==> config.mk <==
export PLATFORM = sky130hd
export DESIGN_NAME = seq_muldiv
export DESIGN_NICKNAME = d
export VERILOG_FILES = /design/src/rtl/muldiv_pkg.sv /design/src/rtl/muldiv_abs.sv /design/src/rtl/seq_muldiv.sv
export SDC_FILE = /design/constraint.sdc
export NUM_CORES = 1
export LEC_CHECK = 0
export CORE_UTILIZATION = 50
export DETAILED_ROUTE_END_ITERATION = 6
export PLACE_DENSITY = 0.76
export REMOVE_ABC_BUFFERS = 1
export SYNTH_ARGS = -nofsm -noshare
export SYNTH_HDL_FRONTEND = slang
export SYNTH_HIERARCHICAL = 1
export SYNTH_SLANG_ARGS = --single-unit
==> constraint.sdc <==
create_clock -name clk -period 2.7 [get_ports clk]
set_input_delay 0.27 -clock clk [delete_from_list [all_inputs] [get_ports clk]]
set_output_delay 0.27 -clock clk [all_outputs]
set_load 0.01 [all_outputs]
==> src/rtl/muldiv_pkg.sv <==
// Shared definitions for the sequential multiply/divide unit:
// FSM state encoding, operation encoding and the default operand width.
package muldiv_pkg;

  localparam int WIDTH_DEFAULT = 32;

  localparam logic OP_DIV = 1'b0;
  localparam logic OP_MUL = 1'b1;

  typedef enum logic [1:0] {
    ST_IDLE    = 2'd0,
    ST_DIVZERO = 2'd1,
    ST_ON      = 2'd2,
    ST_END     = 2'd3
  } state_t;

endpackage

==> src/rtl/muldiv_abs.sv <==
// Conditional two's-complement negation. Used both to take operand
// magnitudes and to restore the sign of the finished result.
module muldiv_abs
  import muldiv_pkg::*;
#(
  parameter int WIDTH = WIDTH_DEFAULT
) (
  input  logic [WIDTH-1:0] din,
  input  logic             neg,
  output logic [WIDTH-1:0] dout
);

  // Negate when requested, otherwise pass through.
  always_comb begin
    dout = neg ? (~din + WIDTH'(1)) : din;
  end

endmodule

==> src/rtl/seq_muldiv.sv <==
// Sequential multiply / divide unit.
// Divide: restoring division, one quotient bit per cycle, result {rem, quo}.
// Multiply (only when SEQ_MULDIV_MUL_EN is defined): shift-add, one
// multiplier bit per cycle, result is the full 2*WIDTH product.
// Signed operation works on magnitudes and fixes the sign at the end.
module seq_muldiv
  import muldiv_pkg::*;
#(
  parameter int WIDTH = WIDTH_DEFAULT
) (
  input  logic               clk,
  input  logic               rst,
  input  logic               start_i,
  input  logic               annul_i,
  input  logic               op_i,
  input  logic               signed_i,
  input  logic [WIDTH-1:0]   opdata1_i,
  input  logic [WIDTH-1:0]   opdata2_i,
  output logic [2*WIDTH-1:0] result_o,
  output logic               ready_o,
  output logic               busy_o,
  output logic               div_zero_o
);

  localparam int             CNT_W    = $clog2(WIDTH + 1);
  localparam logic [CNT_W-1:0] CNT_LAST = CNT_W'(WIDTH);

  state_t             state_q, state_d;
  logic [CNT_W-1:0]   cnt_q;
  logic [2*WIDTH-1:0] result_q;
  logic               ready_q;
  logic               div_zero_q;

  // Working registers: hi_q is the partial remainder / upper product,
  // lo_q the dividend-quotient / multiplier-lower product, b_q the
  // divisor / multiplicand magnitude.
  logic [WIDTH-1:0]   hi_q, lo_q, b_q;
  logic               neg1_q, neg2_q;

  logic               accept, step_en, fin_en;
  logic               is_mul_in;
  logic               neg1_in, neg2_in;
  logic [WIDTH-1:0]   mag1, mag2;
  logic [WIDTH:0]     rem_sh, diff;
  logic [WIDTH-1:0]   hi_step, lo_step;
  logic [WIDTH-1:0]   quo_fix, rem_fix;
  logic [2*WIDTH-1:0] final_res;

`ifdef SEQ_MULDIV_MUL_EN
  logic               op_mul_q;
  logic [WIDTH:0]     sum;
  logic [2*WIDTH-1:0] prod_fix;

  assign is_mul_in = (op_i == OP_MUL);
`else
  logic               unused_op;

  assign is_mul_in = 1'b0;
  assign unused_op = op_i;
`endif

  assign neg1_in = signed_i & opdata1_i[WIDTH-1];
  assign neg2_in = signed_i & opdata2_i[WIDTH-1];

  muldiv_abs #(.WIDTH(WIDTH)) u_abs_op1 (.din(opdata1_i), .neg(neg1_in), .dout(mag1));
  muldiv_abs #(.WIDTH(WIDTH)) u_abs_op2 (.din(opdata2_i), .neg(neg2_in), .dout(mag2));

  // Quotient/product take the sign of op1 xor op2; remainder follows the dividend.
  muldiv_abs #(.WIDTH(WIDTH)) u_fix_quo (.din(lo_q), .neg(neg1_q ^ neg2_q), .dout(quo_fix));
  muldiv_abs #(.WIDTH(WIDTH)) u_fix_rem (.din(hi_q), .neg(neg1_q), .dout(rem_fix));

`ifdef SEQ_MULDIV_MUL_EN
  muldiv_abs #(.WIDTH(2*WIDTH)) u_fix_prod (.din({hi_q, lo_q}), .neg(neg1_q ^ neg2_q), .dout(prod_fix));

  assign sum       = {1'b0, hi_q} + (lo_q[0] ? {1'b0, b_q} : '0);
  assign final_res = op_mul_q ? prod_fix : {rem_fix, quo_fix};
`else
  assign final_res = {rem_fix, quo_fix};
`endif

  // State register.
  always_ff @(posedge clk) begin
    if (rst) state_q <= ST_IDLE;
    else     state_q <= state_d;
  end

  // Next-state logic; annul aborts from any busy state.
  always_comb begin
    state_d = state_q;
    case (state_q)
      ST_IDLE: begin
        if (start_i && !annul_i) begin
          if (!is_mul_in && (opdata2_i == '0)) state_d = ST_DIVZERO;
          else                                 state_d = ST_ON;
        end
      end
      ST_DIVZERO: state_d = annul_i ? ST_IDLE : ST_END;
      ST_ON: begin
        if (annul_i)                state_d = ST_IDLE;
        else if (cnt_q == CNT_LAST) state_d = ST_END;
      end
      ST_END: begin
        if (annul_i || !start_i) state_d = ST_IDLE;
      end
      default: state_d = ST_IDLE;
    endcase
  end

  // Output and strobe decode from the current state.
  always_comb begin
    busy_o  = (state_q != ST_IDLE);
    accept  = (state_q == ST_IDLE) && start_i && !annul_i;
    step_en = (state_q == ST_ON) && (cnt_q != CNT_LAST) && !annul_i;
    fin_en  = (state_q == ST_ON) && (cnt_q == CNT_LAST) && !annul_i;
  end

  // One restoring-division or shift-add step on the working registers.
  always_comb begin
    rem_sh = {hi_q, lo_q[WIDTH-1]};
    diff   = rem_sh - {1'b0, b_q};
    if (!diff[WIDTH]) begin
      hi_step = diff[WIDTH-1:0];
      lo_step = {lo_q[WIDTH-2:0], 1'b1};
    end else begin
      hi_step = rem_sh[WIDTH-1:0];
      lo_step = {lo_q[WIDTH-2:0], 1'b0};
    end
`ifdef SEQ_MULDIV_MUL_EN
    if (op_mul_q) begin
      hi_step = sum[WIDTH:1];
      lo_step = {sum[0], lo_q[WIDTH-1:1]};
    end
`endif
  end

  // Working registers: load magnitudes on accept, then iterate.
  always_ff @(posedge clk) begin
    if (accept) begin
      hi_q     <= '0;
      lo_q     <= mag1;
      b_q      <= mag2;
      neg1_q   <= neg1_in;
      neg2_q   <= neg2_in;
`ifdef SEQ_MULDIV_MUL_EN
      op_mul_q <= is_mul_in;
`endif
    end else if (step_en) begin
      hi_q <= hi_step;
      lo_q <= lo_step;
    end
  end

  // Control outputs: iteration counter, result, ready and divide-by-zero flag.
  always_ff @(posedge clk) begin
    if (rst || (busy_o && annul_i)) begin
      cnt_q      <= '0;
      result_q   <= '0;
      ready_q    <= 1'b0;
      div_zero_q <= 1'b0;
    end else begin
      case (state_q)
        ST_IDLE: begin
          if (accept) begin
            cnt_q      <= '0;
            div_zero_q <= 1'b0;
          end
        end
        ST_DIVZERO: begin
          result_q   <= '0;
          div_zero_q <= 1'b1;
        end
        ST_ON: begin
          if (step_en)     cnt_q    <= cnt_q + CNT_W'(1);
          else if (fin_en) result_q <= final_res;
        end
        ST_END:  ready_q <= start_i;
        default: ready_q <= 1'b0;
      endcase
    end
  end

  assign result_o   = result_q;
  assign ready_o    = ready_q;
  assign div_zero_o = div_zero_q;

endmodule

After elaboration in Yosys (flattened, before gate mapping)
Cells that the tools add are included.
- memory bits (read-only): 0
- bits in latches: 0
- memories: 0
- bits in registers: 172
- logic and storage cells: 81
- bits in writable memories: 0
- input port bits: 70
- equality and inequality tests: 12
- multipliers: 0
- div/mod/pow operators: 0
- shifts and indexed selects: 0
- muxes and demuxes: 23
- order comparisons: 0
- bitwise logic cells: 7
- add/subtract/negate cells: 6
- reductions and logical operators: 23
- operators by type and width (operator ; number):
    $mux W32 ; 7
    $add A32 B1 Y32 const B ; 4
    $mux W64 ; 2
    $not A32 Y32 ; 4
    $pmux W64 S2 ; 1
    $sub A33 B32 Y33 ; 1
    $logic_not A32 Y1 ; 1
    $mux W2 ; 6
    $mux W6 ; 2
    $ne A2 B2 Y1 const B ; 6
    $pmux W6 S2 ; 1
    $reduce_bool A2 Y1 ; 5
    $reduce_and A3 Y1 ; 3
    $logic_and A1 B1 Y1 ; 8
    $pmux W2 S4 ; 1
    $add A6 B1 Y6 const B ; 1
    $eq A6 B6 Y1 const B ; 1
    $ne A6 B6 Y1 const B ; 1
    $eq A2 B2 Y1 const B ; 2
    $ne A3 B3 Y1 const B ; 1
    $and A1 B1 Y1 ; 2
    $eq A2 B1 Y1 const B ; 1
    $logic_not A1 Y1 ; 2
    $logic_not A2 Y1 ; 1
    other kinds (5) ; 7

Longest topological paths before layout
Gate-level depths: netlist of run 1.
- word-level depth: 6
- mapped depth: 12
- depth with buffers taken out: 11

By module
The synthesis of run 1 kept the hierarchy.
- by module, submodules not included (module ; cells an instance ; area an instance (µm²) ; sequential area each (µm²) ; instances):
    seq_muldiv ; 931 ; 8582.0 ; 4103.9 ; 1
    muldiv_abs ; 99 ; 777.0 ; 0.0 ; 4

Least setup slack after synthesis of run 1
No wires, ideal clock.
- kind: reg-to-reg
- from: reg hi_q[4]
- to: reg hi_q[10]
- slack: -0.190 ns
- stages on the path, launching flop included: 11
- data required time: 2.568 ns
- arrival: 2.758 ns
- cell sequence: dfxtp_1 -> ha_1 -> a21oi_2 -> a2bb2oi_2 -> a21oi_2 -> o311a_1 -> o32ai_4 -> xnor2_4 -> buf_6 -> mux2i_1 -> a21oi_1
- word-level cells in the longest chain between the ends: 2
- ends and longest elaborated chain (item ; line ; text):
    start: declaration ; seq_muldiv.sv:37 ; logic [WIDTH-1:0] hi_q, lo_q, b_q;
    start signal: assignment ; seq_muldiv.sv:148 ; hi_q <= hi_step;
    $sub A33 B32 Y33 ; seq_muldiv.sv:120 ; diff = rem_sh - {1'b0, b_q};
    $mux W32 ; seq_muldiv.sv:121 ; if (!diff[WIDTH]) begin
No other way between the ends.
A chain may end at the register's enable or synchronous reset.

Worst setup path in the final report of run 1
- from: reg lo_q[31]
- to: reg hi_q[9]
- word-level cells in the longest chain between the ends: 2
- ends and longest elaborated chain (item ; line ; text):
    start: declaration ; seq_muldiv.sv:37 ;
    start signal: assignment ; seq_muldiv.sv:140 ; lo_q <= mag1;
    start signal: assignment ; seq_muldiv.sv:149 ; lo_q <= lo_step;
    $sub A33 B32 Y33 ; seq_muldiv.sv:120 ;
    $mux W32 ; seq_muldiv.sv:121 ;
No other way between the ends.

==> flow_summary.toml, run 1 <==
[grt]
grt_busiest_layer = "met2"
grtUsageMet3 = 0.0418
antenna_found_initial = 0
grt_overflow = 0
grt.met2_usage = 0.444
grtUsageTotal = 0.278
grt_pass1_vias = 10400
grt_max_degree = 65
grt_use_met1 = 0.383
grt_pass1_wl_um = 53400

[floorplan]
die_width_um = 155
core-area_mm2 = 0.0228
die_area_mm2 = 0.0240
die_h_um = 155
start_util = 0.513
num_rows = 55
io_pins = 137

[timing]
hold_viol = 0
rsz0062_at_grt = "yes"
tns_ns = -5.63
slew_viol_final = 0
skew_ns = 0.00900
post-route-period-util = 1.10
hold_ws_ns = 0.477
slew-limit-headroom = 0.545
fmax_mhz = 338
finalCriticalPeriod_ns = 2.96
setup_viol = 33
tightest_slew_ns = 0.683
finalWorstSetupSlack_ns = -0.262

[cts]
clk_latency_ns = 0.45
cts.clk_slew.worst_paths_ns = 0.07
root_buffer = "clkbuf_16"
cts_buffer_depth = 2
cts-htree-levels = 4
ctsHoldBuffers = 0
cts_buffers = 17
cts_tree = "done"
clock-sinks = 172

[critical_path]
slowest_delay_ns = 0.40
path_cells = "inv_2 > ha_4 > fa_2 > nor2b_4 > o211ai_2 > a21oi_2 > o311a_1 > o32ai_4 > buf_6 > xnor2_4 > buf_12 > buf_8 > mux2i_1 > a21oi_1"
cp.arrival_ns = 3.28
regToRegSetupSlack_ns = -0.26
startpoint_type = "flip-flop"
path_max_fanout = 7
critical-path-top-delay-family = "compound AO/OA/AOI/OAI gates"
worstPathRequired_ns = 3.02
crit_end = "hi_q[9]"
timing.critical_path.buf_inv = 4
rr_worst_depth = 14
rr_endpoint = "hi_q[9]"
r2r-start = "lo_q[31]"
crit_cells = 14
cp-end-kind = "flip-flop"
startpoint = "lo_q[31]"
path_class = "flip-flop to flip-flop"
slowest_stage = "edfxtp_1"

[placed_design]
dp_hpwl_um = 24100
pre_cts_ws_ns = -0.285
gp_congestion = 0.986
dp.cells = 1828
placement.io_buffers = 135
placed_area_mm2 = 0.0141

[synthesis]
synth_edf_count = 66
synthCells = 1327
synthArstFlopShare = 0
yosysSeqAreaShare = 0.351
ys_warn_count = 6
ys_ff_latch = 172
synth-main-ff-cell = "dfxtp_1"
ys_types = 68
synth.cell_area_mm2 = 0.0117
avgSynthCellArea_um2 = 8.81

[finish]
area_growth_pct = 29.1
layout_common_cells = "171 x nand2_1, 137 x xnor2_1, 135 x clkdlybuf4s50_1"
fin_nets = 1660
fin_cells = 1873
drive_above_1_share = 0.152
finalInstanceArea_mm2 = 0.0151
seqCellArea_mm2 = 0.00410
fill_cells = 1840
multi_input_area_mm2 = 0.00726
mostFrequentLayoutCell = "nand2_1"
antenna_cells = 0

[run]
maxCapViolCount = 0

[detailed_routing]
drt_iter0_drc = 1010
wl_per_cell_um = 17.6
wl_um = 32900
final_antenna_net_count = 0
drt-pass1-iter-count = 7
vias = 11000
drcViolationCount = 19
vias_per_cell = 5.88

[power]
cellPowerDensity_mw_per_mm2 = 974
leakagePower_nw = 5.66
vdd_drop_max_mv = 0.569

[status]
violations = "DRC, setup timing"
status = "complete, but fails checks"

[min_path]
hold_class = "input pin to flip-flop"
logic make-up after synthesis:
| kind of cell | after synthesis | synth area share |
|---|---|---|
| AO/OA/AOI/OAI | 355 | 0.218 |
| XOR/XNOR | 152 | 0.116 |
| adder cells (fa/ha/maj) | 43 | 0.0467 |
| buffers and inverters | 126 | 0.0435 |
| flip-flops | 172 | 0.351 |
| multiplexers | 22 | 0.0188 |
| AND/OR/NAND/NOR | 457 | 0.206 |
routing by layer:
layer | part of all wire | wire (µm)
met1 | 0.44 | 14400
met4 | 0.028 | 922
met5 | 0 | 0
met3 | 0.070 | 2290
met2 | 0.46 | 15300
worst min-delay path by stage:
stage | from | to | slack (ns) | cells after the start
after floorplan | rst | state_q[1] | 0.34 | 1
after global placement | result_o[54] | result_o[54] | 0.48 | 2
after detailed placement | result_o[6] | result_o[6] | 0.49 | 2
after CTS | rst | state_q[1] | 0.46 | 2
after global routing | rst | state_q[1] | 0.48 | 2
final | rst | state_q[1] | 0.48 | 2
Yosys cell counts, types with 7 or more instances:
cell type    n  area [µm²]
a211oi_1    11        82.6
a21o_1      21         158
a21oi_1     51         255
a22oi_1     65         488
and3_1       7        43.8
buf_1       11        41.3
clkbuf_1    46         173
dfxtp_1    106        2120
edfxtp_1    66        1980
ha_1        42         526
inv_1       59         221
mux2i_1     22         220
nand2_1    172         646
nand2b_1    15        93.8
nand3_1     28         140
nand3b_1     7        52.6
nand4_1     24         150
nor2_1     106         398
nor2b_1     10        62.6
nor3_1      18        90.1
nor4_1      20         125
nor4_4      16         340
o211ai_1     9        67.6
o21ai_0     92         460
o31ai_1     32         240
o41ai_1     20         175
o41ai_2     16         260
or2b_1       8        60.1
xnor2_1    137        1200
xor2_1      13         114
registers in the layout (all words and copies together) (netlist names):
name,cells
state_q,2
hi_q,32
div_zero_o,1
ready_o,1
b_q,32
cnt_q,6
lo_q,32
neg1_q,1
neg2_q,1
result_o,64
power by group:
part	switching [mW]	leakage [nW]	total [mW]	internal, mW
combinational	4.43	3.87	8.19	3.77
sequential	0.517	1.48	3.81	3.29
clock	1.12	0.310	2.69	1.57
total	6.07	5.66	14.7	8.63
repair_timing:
| item | 4_1_cts | 5_1_grt |
|---|---|---|
| endpoints found under the hold margin | 0 | 0 |
| resized for setup | 24 | 18 |
| setup endpoints to repair | 33 | 33 |
| pin swaps | 21 | 20 |
| cloned | 2 | 0 |
| buffers inserted | 8 | 3 |
metrics by stage:
step / power (mW) / util
after global routing: 15.6 / 0.663
after global placement: 11.0 / 0.621
after floorplan: 8.42 / -
after detailed placement: 11.1 / 0.621
after CTS: 14.4 / 0.658
final: 14.7 / 0.663
layout make-up:
| type | count | area share |
|---|---|---|
| inverter | 59 | 0.0147 |
| tap | 313 | 0.0260 |
| clock buffer | 18 | 0.0284 |
| sequential | 172 | 0.272 |
| multi-input combinational | 1029 | 0.481 |
| clock inverter | 14 | 0.0133 |
| timing repair buffer | 268 | 0.164 |
Note: power is estimated with default switching activity, not from simulation.
==> inputs of run 2 (changes only) <==
Settings changed: CTS_BUF_LIST from default to sky130_fd_sc_hd__clkbuf_8 sky130_fd_sc_hd__clkbuf_16.
==> run 2 against run 1 <==
Net effect: non-clock buffer count unchanged; critical path type unchanged; register-to-register slack about the same; worst hold slack better by 0.0055 ns; clock skew hardly changed; highest routed layer unchanged; die area unchanged; total power hardly changed; maximum frequency up 0.22%; sequential power hardly changed; the flow finishes with violations (setup timing); final cell count stayed put; first-iteration DRC count stayed put.
==> flow_summary.toml, run 2 (synthesis gave the netlist of run 1 again) <==
[placed_design]
dp_hpwl_um = 24100
dp.cells = 1828
placement.io_buffers = 135
gp_congestion = 0.986

[floorplan]
die_width_um = 155
io_pins = 137
die_h_um = 155
core-area_mm2 = 0.0228
num_rows = 55
die_area_mm2 = 0.0240
start_util = 0.513

[critical_path]
slowest_stage = "edfxtp_1"
worstPathRequired_ns = 3.02
rr_endpoint = "hi_q[9]"
cp-end-kind = "flip-flop"
cp.arrival_ns = 3.27
path_class = "flip-flop to flip-flop"
rr_worst_depth = 14
path_cells = "inv_2 > ha_4 > fa_2 > nor2b_4 > o211ai_2 > a21oi_2 > o311a_1 > o32ai_4 > buf_6 > xnor2_4 > buf_12 > buf_8 > mux2i_1 > a21oi_1"
path_max_fanout = 7
regToRegSetupSlack_ns = -0.26
slowest_delay_ns = 0.40
r2r-start = "lo_q[31]"
startpoint_type = "flip-flop"

[grt]
grt_overflow = 0
grt_busiest_layer = "met2"
grtUsageTotal = 0.278
grt.met2_usage = 0.444
grt_pass1_vias = 10400
grtUsageMet3 = 0.0418
grt_max_degree = 65
grt_pass1_wl_um = 53400
grt_use_met1 = 0.383
antenna_found_initial = 0

[timing]
slew-limit-headroom = 0.541
tns_ns = -5.67
hold_viol = 0
slew_viol_final = 0
skew_ns = 0.00856
fmax_mhz = 338
finalCriticalPeriod_ns = 2.96
setup_viol = 33
finalWorstSetupSlack_ns = -0.255
post-route-period-util = 1.09
rsz0062_at_grt = "yes"
tightest_slew_ns = 0.689

[finish]
mostFrequentLayoutCell = "nand2_1"
multi_input_area_mm2 = 0.00726
fin_nets = 1660
fin_cells = 1873
largest_reg_flops = 64
fill_cells = 1840
antenna_cells = 0
layout_common_cells = "171 x nand2_1, 137 x xnor2_1, 135 x clkdlybuf4s50_1"
area_growth_pct = 29.1
drive_above_1_share = 0.152
seqCellArea_mm2 = 0.00410

[min_path]
whs_endpoint = "state_q[1]"
hold_start = "rst"
hold_class = "input pin to flip-flop"
worstHoldPathCells = 2

[cts]
cts.clk_slew.worst_paths_ns = 0.07
cts_buffers = 17
cts-htree-levels = 4
cts_buffer_depth = 2
root_buffer = "clkbuf_16"
cts_tree = "done"
clock-sinks = 172
clk_latency_ns = 0.45
ctsHoldBuffers = 0

[detailed_routing]
wl_um = 32900
drt_iter0_drc = 1010
vias = 11000
final_antenna_net_count = 0
vias_per_cell = 5.87
drcViolationCount = 0
wl_per_cell_um = 17.6
drt-pass1-iter-count = 5

[status]
violations = "setup timing"
status = "complete, but fails checks"

[power]
cellPowerDensity_mw_per_mm2 = 974
vdd_drop_max_mv = 0.567
leakagePower_nw = 5.66

[run]
maxCapViolCount = 0
## run 2: cell types whose count changed in the layout (fill, tap and decap cells not counted), sizes merged
cell	previous run	this run
clkbuf	18	17
inv	66	67
## run 2: area by class of cell
cell class	instances	share of cell area
multi-input combinational	1029	0.481
sequential	172	0.272
timing repair buffer	268	0.164
clock buffer	17	0.0282
tap	313	0.0260
inverter	59	0.0147
clock inverter	15	0.0136
## run 2: how the worst max path moves through the flow
stage / slack (ns) / from / endpoint
floorplan: -2.47 / cnt_q[0] / result_o[0]
global placement: -0.20 / lo_q[31] / hi_q[7]
detailed placement: -0.29 / lo_q[31] / hi_q[24]
CTS: -0.15 / lo_q[31] / hi_q[2]
global route: -0.40 / lo_q[31] / hi_q[9]
finish: -0.26 / lo_q[31] / hi_q[9]
## run 2: repair_timing
action / in CTS / in global routing
cloned: 2 / 0
setup endpoints to repair: 33 / 33
gates resized for setup: 24 / 18
pin swaps: 21 / 20
setup buffers: 8 / 3
## run 2: critical path: cells and delay by family, from the launching register on
kind,cells,cell delay (ns)
AOI/OAI and AO/OA,5,1.12
and+or+nand+nor,1,0.06
muxes,1,0.22
buffers and inverters,4,0.54
xor gates and xnor gates,1,0.12
DFF,1,0.40
adders and majority gates,2,0.36
## run 2: through the flow
stage	power (mW)	hold WS (ns)	cell area [µm²]	utilization	worst slack [ns]
final	14.7	0.482	15100	0.663	-0.255
after global placement	11.0	0.480	14100	0.621	-0.204
after detailed placement	11.1	0.491	14100	0.621	-0.285
after CTS	14.4	0.460	15000	0.658	-0.146
after global routing	15.6	0.482	15100	0.663	-0.401
after floorplan	8.42	0.343	11400	-	-2.47
## run 2: metal layers
| layer | share of wire | wire (µm) |
|---|---|---|
| met1 | 0.44 | 14500 |
| met2 | 0.46 | 15300 |
| met3 | 0.069 | 2260 |
| met4 | 0.028 | 909 |
| met5 | 0 | 0 |
## run 2: power breakdown
| part | internal (mW) | leakage, nW | total [mW] | switching (mW) |
|---|---|---|---|---|
| sequential | 3.29 | 1.48 | 3.81 | 0.519 |
| combinational | 3.77 | 3.87 | 8.19 | 4.43 |
| clock | 1.57 | 0.314 | 2.69 | 1.12 |
| total | 8.62 | 5.66 | 14.7 | 6.07 |
